--- src/rtl/seg_link_pkg.sv ---
`default_nettype none
// ============================================================================
// Module : seg_link_pkg
// Desc   : Shared constants and state encodings for the serial 7-seg link.
// Rev    : 1.0
// ============================================================================
package seg_link_pkg;

    localparam int SEG_NBITS = 64;
    localparam int SEG_CNT_W = 7;

    typedef enum logic [1:0] {
        ST_IDLE  = 2'd0,
        ST_SHIFT = 2'd1,
        ST_LATCH = 2'd2
    } seg_state_e;

endpackage
`default_nettype wire

--- src/rtl/seg_in_sync.sv ---
`default_nettype none
// ============================================================================
// Module : seg_in_sync
// Desc   : Multi-flop input synchroniser with rise/fall pulses taken against
//          one extra registered copy of the synchronised level.
// Rev    : 1.0
// ============================================================================
module seg_in_sync #(
    parameter int   SYNC_STAGES = 2,
    parameter logic RESET_VAL   = 1'b0
) (
    input  logic CLK,
    input  logic Reset,
    input  logic d_i,
    output logic lvl_o,
    output logic rise_o,
    output logic fall_o
);

    logic [SYNC_STAGES-1:0] sync_q;
    logic [SYNC_STAGES-1:0] sync_d;
    logic                   prev_q;
    logic                   prev_d;

    always_comb begin
        sync_d = {sync_q[SYNC_STAGES-2:0], d_i};
        prev_d = sync_q[SYNC_STAGES-1];
    end

    always_ff @(posedge CLK or negedge Reset) begin
        if (!Reset) begin
            sync_q <= {SYNC_STAGES{RESET_VAL}};
            prev_q <= RESET_VAL;
        end else begin
            sync_q <= sync_d;
            prev_q <= prev_d;
        end
    end

    assign lvl_o  = sync_q[SYNC_STAGES-1];
    assign rise_o =  sync_q[SYNC_STAGES-1] & ~prev_q;
    assign fall_o = ~sync_q[SYNC_STAGES-1] &  prev_q;

endmodule
`default_nettype wire

--- src/rtl/seg_serial_rx.sv ---
`default_nettype none
// ============================================================================
// Module : seg_serial_rx
// Desc   : Oversampling receiver for the 4-wire serial 7-seg link; captures
//          one NBITS-bit frame per PEN strobe and flags length errors.
// Rev    : 1.0
// ============================================================================
module seg_serial_rx
    import seg_link_pkg::*;
#(
    parameter int NBITS       = SEG_NBITS,
    parameter int SYNC_STAGES = 2,
    parameter int CNT_W       = SEG_CNT_W
) (
    input  logic             CLK,
    input  logic             Reset,
    input  logic             seg_clk_i,
    input  logic             seg_do_i,
    input  logic             seg_pen_i,
    input  logic             seg_clr_i,
    output logic [NBITS-1:0] frame_o,
    output logic             frame_valid_o,
    output logic             err_len_o,
    output logic             busy_o,
    output logic [CNT_W-1:0] bit_cnt_o
);

    localparam logic [CNT_W-1:0] c_cnt_full = CNT_W'(NBITS);
    localparam logic [CNT_W-1:0] c_cnt_sat  = CNT_W'(NBITS + 1);

    logic clk_rise;
    logic do_lvl;
    logic pen_rise;
    logic pen_fall;
    logic clr_lvl;
    logic clk_lvl_unused, clk_fall_unused;
    logic do_rise_unused, do_fall_unused;
    logic pen_lvl_unused;
    logic clr_rise_unused, clr_fall_unused;

    seg_in_sync #(.SYNC_STAGES(SYNC_STAGES), .RESET_VAL(1'b0)) u_sync_clk (
        .CLK(CLK), .Reset(Reset), .d_i(seg_clk_i),
        .lvl_o(clk_lvl_unused), .rise_o(clk_rise), .fall_o(clk_fall_unused)
    );
    seg_in_sync #(.SYNC_STAGES(SYNC_STAGES), .RESET_VAL(1'b0)) u_sync_do (
        .CLK(CLK), .Reset(Reset), .d_i(seg_do_i),
        .lvl_o(do_lvl), .rise_o(do_rise_unused), .fall_o(do_fall_unused)
    );
    seg_in_sync #(.SYNC_STAGES(SYNC_STAGES), .RESET_VAL(1'b1)) u_sync_pen (
        .CLK(CLK), .Reset(Reset), .d_i(seg_pen_i),
        .lvl_o(pen_lvl_unused), .rise_o(pen_rise), .fall_o(pen_fall)
    );
    seg_in_sync #(.SYNC_STAGES(SYNC_STAGES), .RESET_VAL(1'b1)) u_sync_clr (
        .CLK(CLK), .Reset(Reset), .d_i(seg_clr_i),
        .lvl_o(clr_lvl), .rise_o(clr_rise_unused), .fall_o(clr_fall_unused)
    );

    seg_state_e       state_q, state_d;
    logic [NBITS-1:0] shreg_q, shreg_d;
    logic [CNT_W-1:0] count_q, count_d;
    logic [NBITS-1:0] frame_q, frame_d;
    logic             frame_valid_q, frame_valid_d;
    logic             err_len_q, err_len_d;

    always_ff @(posedge CLK or negedge Reset) begin
        if (!Reset) begin
            state_q       <= ST_IDLE;
            shreg_q       <= '0;
            count_q       <= '0;
            frame_q       <= '0;
            frame_valid_q <= 1'b0;
            err_len_q     <= 1'b0;
        end else begin
            state_q       <= state_d;
            shreg_q       <= shreg_d;
            count_q       <= count_d;
            frame_q       <= frame_d;
            frame_valid_q <= frame_valid_d;
            err_len_q     <= err_len_d;
        end
    end

    always_comb begin
        state_d       = state_q;
        shreg_d       = shreg_q;
        count_d       = count_q;
        frame_d       = frame_q;
        frame_valid_d = 1'b0;
        err_len_d     = 1'b0;
        // A held clear overrides every other event, including a pending latch.
        if (!clr_lvl) begin
            state_d = ST_IDLE;
            shreg_d = '0;
            count_d = '0;
        end else begin
            case (state_q)
                ST_IDLE: begin
                    if (pen_fall) begin
                        state_d = ST_SHIFT;
                        count_d = '0;
                    end
                end
                ST_SHIFT: begin
                    if (clk_rise) begin
                        shreg_d = {shreg_q[NBITS-2:0], do_lvl};
                        count_d = (count_q == c_cnt_sat) ? c_cnt_sat : count_q + 1'b1;
                    end
                    if (pen_rise) begin
                        state_d = ST_LATCH;
                    end
                end
                ST_LATCH: begin
                    if (count_q == c_cnt_full) begin
                        frame_d       = shreg_q;
                        frame_valid_d = 1'b1;
                    end else begin
                        err_len_d = 1'b1;
                    end
                    state_d = ST_IDLE;
                end
                default: state_d = ST_IDLE;
            endcase
        end
    end

    assign frame_o       = frame_q;
    assign frame_valid_o = frame_valid_q;
    assign err_len_o     = err_len_q;
    assign busy_o        = (state_q == ST_SHIFT);
    assign bit_cnt_o     = count_q;

endmodule
`default_nettype wire

--- config.mk ---
export PLATFORM = sky130hd
export DESIGN_NAME = seg_serial_rx
export DESIGN_NICKNAME = d
export VERILOG_FILES = /design/src/rtl/seg_link_pkg.sv /design/src/rtl/seg_in_sync.sv /design/src/rtl/seg_serial_rx.sv
export SDC_FILE = /design/constraint.sdc
export NUM_CORES = 1
export LEC_CHECK = 0
export CAP_MARGIN = 15
export CORE_MARGIN = 2
export CORE_UTILIZATION = 59
export CTS_CLUSTER_SIZE = 14
export DETAILED_ROUTE_END_ITERATION = 8
export GPL_TIMING_DRIVEN = 0
export PLACE_DENSITY = 0.85
export SETUP_SLACK_MARGIN = 0.15
export SLEW_MARGIN = 20
export SYNTH_ARGS = -nofsm -noshare
export SYNTH_HDL_FRONTEND = slang
export SYNTH_HIERARCHICAL = 1
export SYNTH_SLANG_ARGS = --single-unit
--- constraint.sdc ---
create_clock -name CLK -period 2.75 [get_ports CLK]
set_clock_uncertainty 0.05 [all_clocks]
set_input_delay 0.275 -clock CLK [delete_from_list [all_inputs] [get_ports CLK]]
set_output_delay 0.275 -clock CLK [all_outputs]
set_load 0.02 [all_outputs]
* Word-level counts from Yosys, hierarchy flattened
Index checks and enable logic that the tools add are counted.
** Storage, ports and cells
- Flip-flop bits (word level) :: 149
- Logic and storage cells :: 52
- Output and inout port bits :: 74
- Bits of input ports :: 6
** Cells by class
- Bitwise logic cells :: 6
- Equality and inequality tests :: 10
- $add $sub $neg :: 1
- Muxes and demuxes :: 18
- Reductions and logical operators :: 5
** Operators with widths (count)
- 64-bit two-way mux :: 3
- 7-bit two-way mux :: 4
- 7-bit equality test, second input constant :: 2
- 7-bit one-hot mux with 2 select lines :: 1
- 3-bit != test, second input constant :: 4
- 7-bit by 1-bit adder with 7-bit output, second input constant :: 1
- 1-bit two-way mux :: 6
- 2-bit two-way mux :: 3
- 3-bit AND reduction :: 2
- 2-bit != test, second input constant :: 2
- 2-bit one-hot mux with 2 select lines :: 1
- 2-bit AND reduction :: 2
- 1-bit bitwise AND :: 3
- 1-bit NOT :: 3
- 2-bit by 1-bit equality test with 1-bit output, second input constant :: 1
- 2-bit equality test, second input constant :: 1
- 2-bit logical NOT :: 1

* Longest topological paths before layout
- Depth after elaboration :: 5
- Mapped depth :: 7
- Gate-level depth less buffers :: 5

* By module
The synthesis kept the hierarchy.
** Modules (own cells, without submodules)
- seg_serial_rx :: area an instance 5734.2 um^2, seq. area each 3478.3 um^2, instances 1, cells an instance 475
- seg_in_sync (u_sync_clr ...) :: area an instance 93.8 um^2, seq. area each 78.8 um^2, instances 2, cells an instance 5
- seg_in_sync (u_sync_clk ...) :: area an instance 90.1 um^2, seq. area each 75.1 um^2, instances 2, cells an instance 5

* Worst setup path after synthesis
OpenSTA, ideal clock, no wires.
- Path type :: reg-to-reg
- Start :: reg count_q[3], in the netlist bit_cnt_o[3]
- End :: reg frame_q[14], in the netlist frame_o[14]
- Setup time :: 0.125 ns
- Arrival :: 1.748 ns
- Setup slack :: 0.827 ns
- Cell stages (with the launch flop) :: 7
- Buffers on the path :: 2
- Clock period less this slack :: 1.923 ns
- Required time :: 2.575 ns
- Path through :: dfrtp_1 -> nor4_4 -> nand3_2 -> nor2_4 -> buf_8 -> buf_12 -> mux2_4
** On the way
- Cells in the longest elaborated chain, start to end :: 2
** RTL lines
- start: declaration :: line seg_serial_rx.sv:60 : logic [CNT_W-1:0] count_q, count_d;
- start signal: assignment :: line seg_serial_rx.sv:76 : count_q <= count_d;
- 7-bit equality test :: line seg_serial_rx.sv:113 : if (count_q == c_cnt_full) begin
- 3-bit AND reduction (no source line)
- end signal: assignment :: line seg_serial_rx.sv:77 : frame_q <= frame_d;
- end: declaration :: line seg_serial_rx.sv:61 : logic [NBITS-1:0] frame_q, frame_d;
No other way between the ends.
A chain may end at the register's enable or synchronous reset.

* Final worst setup path
- Start :: reg state_q[0]
- End :: out busy_o
** On the way
- Cells in the longest elaborated chain, start to end :: 1
** RTL lines
- start: declaration :: line seg_serial_rx.sv:58 : seg_state_e state_q, state_d;
- start signal: assignment :: line seg_serial_rx.sv:74 : state_q <= state_d;
- 2-bit by 1-bit equality test with 1-bit output :: line seg_serial_rx.sv:129 : assign busy_o = (state_q == ST_SHIFT);
- end: declaration :: line seg_serial_rx.sv:24 : output logic busy_o,
No other way between the ends.

==> Implementation_results.wiki <==
{| class="wikitable"
! Metric !! Value
|-
| Beginning of the worst register-to-register path || bit_cnt_o[3]
|-
| Root buf cell || sky130_fd_sc_hd__clkbuf_8
|-
| Number of placed I/O pins || 80
|-
| Period utilization || a little over four fifths
|-
| Class of the tightest hold or removal check || input port to flop
|-
| Share of layout cells above drive strength 1 || between 15 and 20%
|-
| Terminating pin of the worst hold path || u_sync_pen/sync_q[0]
|-
| Chip width || about 100 µm
|-
| Count of final setup violators || 0
|-
| Register share of total power || roughly half
|-
| Relative contribution of the clock network to total power || 46.9%
|-
| Net count of the mapped netlist || slightly below 500
|-
| Area growth, synth to finish || 25.6%
|-
| Clk sink count || 149
|-
| Starting density of the core || between 60% and 70%
|-
| Number of failing hold endpoints at the final stage || 0
|-
| Antenna violations before repair || 0
|-
| Number of port buffers || about 80
|-
| Via count || 3996
|-
| Clock buffer count from CTS || 17
|-
| Total track usage || between 20% and 30%
|-
| Hold wc startpoint || seg_pen_i
|-
| Unrepaired setup endpoints after global routing || no
|-
| Cell area after synthesis || about 6000 µm²
|-
| Post-detailed-route wirelength per cell || roughly 17 µm
|-
| Final net count || about 600
|-
| Post-route core utilization || 76.9%
|-
| Worst path arrival time || about 2.0 ns
|-
| Drt first-iter violations || roughly 240
|-
| Post-detailed-route DRC marker count || 0
|-
| Total net switching power || a little under 1000 µW
|-
| WL final || roughly 12000 µm
|-
| Critical-path maximum fanout || 7
|-
| Area enclosed by the die boundary || 11000 µm²
|-
| Worst hold stages || 1
|-
| Switching share of total power || 22.1%
|-
| Number of levels the H-tree was split into || 4
|-
| Clock tree from TritonCTS || built
|-
| Clock transition time at the flip-flop clock pins of the worst setup and hold paths || about 0.060 ns
|-
| Worst Setup Start Kind || flop
|-
| First-pass DRT Iterations || 5
|-
| Leakage || 0.00333 µW
|-
| Areal power density over the cells || about 580 nW/µm²
|-
| Insertion delay of the later-clocked pin in the worst-skew pair || between 0.5 and 0.6 ns
|-
| Global placement routability congestion || about 0.79
|-
| Post-synthesis average cell area || about 12 µm²
|-
| Critical path data required time || around 2.4 ns
|-
| Time the final worst path needs with I/O delays and setup || approximately 2.3 ns
|-
| Largest buffer count on any clock path || 2
|-
| R2r worst-path depth || 6
|-
| Cell internal pwr || ~3400 µW
|-
| Nature of the critical path endpoint || output port
|-
| DPL Wire Length || 7850 µm
|-
| Most common cell after layout, fill and taps aside || sky130_fd_sc_hd__dfrtp_1
|-
| Commonest cells after routing, fill and taps aside || 144 x sky130_fd_sc_hd__dfrtp_1, 137 x sky130_fd_sc_hd__nand2_1, 78 x sky130_fd_sc_hd__clkdlybuf4s50_1
|-
| Classification of the worst setup path || flop to output port
|-
| Setup slack, reg-to-reg || 0.69 ns
|-
| Remaining max-slew budget at the tightest pin || roughly 55%
|-
| Power share of the combinational group || around 2.6%
|-
| Yosys warning total || 6
|-
| Worst R2R End || frame_o[56]
|-
| # resized after CTS || 0
|-
| Hold slack final || approximately 0.1 ns
|-
| Vertical extent of the die || between 100 and 150 µm
|-
| Residual antenna-violating net count after detailed routing || 0
|-
| Number of cell rows || 36
|-
| Outcome || finished clean
|-
| Transition time at the pin with the least slew margin || 0.671 ns
|-
| Maximum operating frequency || approximately 0.43 GHz
|-
| Max-capacitance violation count || 0
|-
| Ratio of routed vias to standard cells || around 5.5
|-
| Std-Cell Core Area || roughly 9800 µm²
|-
| Wire length of the first global-routing pass || around 20000 µm
|-
| Overall power of the completed layout || about 4400 µW
|-
| Peak ir drop on the vdd network || 0.000379 V
|-
| Number of max-slew violations in the final report || 0
|-
| Number of antenna cells inserted || 0
|-
| Congestion Overflow GR || 0
|-
| Syn Inst Count || 488
|-
| Via count of the first global-routing pass || ~4000
|-
| Pin count of the biggest net entering global routing || 84
|}
sequential cells by signal (all words and copies together) (netlist names):
| name | flops |
|---|---|
| u_sync_clk/sync_q | 2 |
| u_sync_pen/sync_q | 2 |
| state_q | 2 |
| u_sync_do/sync_q | 2 |
| u_sync_clr/sync_q | 2 |
| frame_valid_o | 1 |
| err_len_o | 1 |
| u_sync_clk/prev_q | 1 |
| u_sync_pen/prev_q | 1 |
| frame_o | 64 |
| shreg_q | 64 |
| bit_cnt_o | 7 |
area by class of cell:
cell class / instances / area, µm²
fillers: 636 / 2270
inverters: 6 / 22.5
clock buffers: 21 / 459
clock inverters: 10 / 77.6
well taps: 133 / 166
flip-flops and latches: 149 / 3730
multi-input cells: 306 / 2050
plain buffers: 27 / 206
repair buffers: 81 / 833
stage by stage:
step / instances / setup slack, ns / setup TNS, ns / cell area, µm²
6_report: 733 / 0.425 / 0 / 7550
5_1_grt: 733 / 0.356 / 0 / 7550
4_1_cts: 733 / 0.435 / 0 / 7550
3_5_place_dp: 701 / 0.719 / 0 / 7000
3_3_place_gp: 700 / -4.20 / -616.30 / 6970
2_1_floorplan: 488 / 0.827 / 0 / 6010
repair_timing:
item / 4_1_cts / 5_1_grt
hold buffers: 1 / 0
setup buffers: 0 / 0
endpoints found under the hold margin: 77 / 0
critical path: stages (launching register included):
cell	delay, ns
sky130_fd_sc_hd__dfrtp_1	0.45
sky130_fd_sc_hd__nor2b_1	0.35
sky130_fd_sc_hd__clkdlybuf4s50_1	0.67
metal layers:
metal / routed length (µm) / vias up / GRT usage, %
met5: 0 / - / 0
met4: 251 / 0 / 8.95
met3: 625 / 22 / 6.24
met2: 6350 / 120 / 40.0
met1: 5040 / 2015 / 30.7
li1: - / 1839 / -
worst max path at each step:
stage,startpoint,endpoint
2_1_floorplan,bit_cnt_o[3],frame_o[14]
3_3_place_gp,Reset,u_sync_do/sync_q[0]
3_5_place_dp,bit_cnt_o[3],frame_o[29]
4_1_cts,state_q[0],busy_o
5_1_grt,state_q[0],busy_o
6_report,state_q[0],busy_o
power groups by stage:
stage	logic, µW	registers (µW)	clock network, µW
2_1_floorplan	40.7	2250	0
3_3_place_gp	104	2250	0
3_5_place_dp	114	2250	0
4_1_cts	117	2210	2080
5_1_grt	129	2210	2190
6_report	114	2210	2050
No activity file was read; power rests on OpenSTA's default activity.
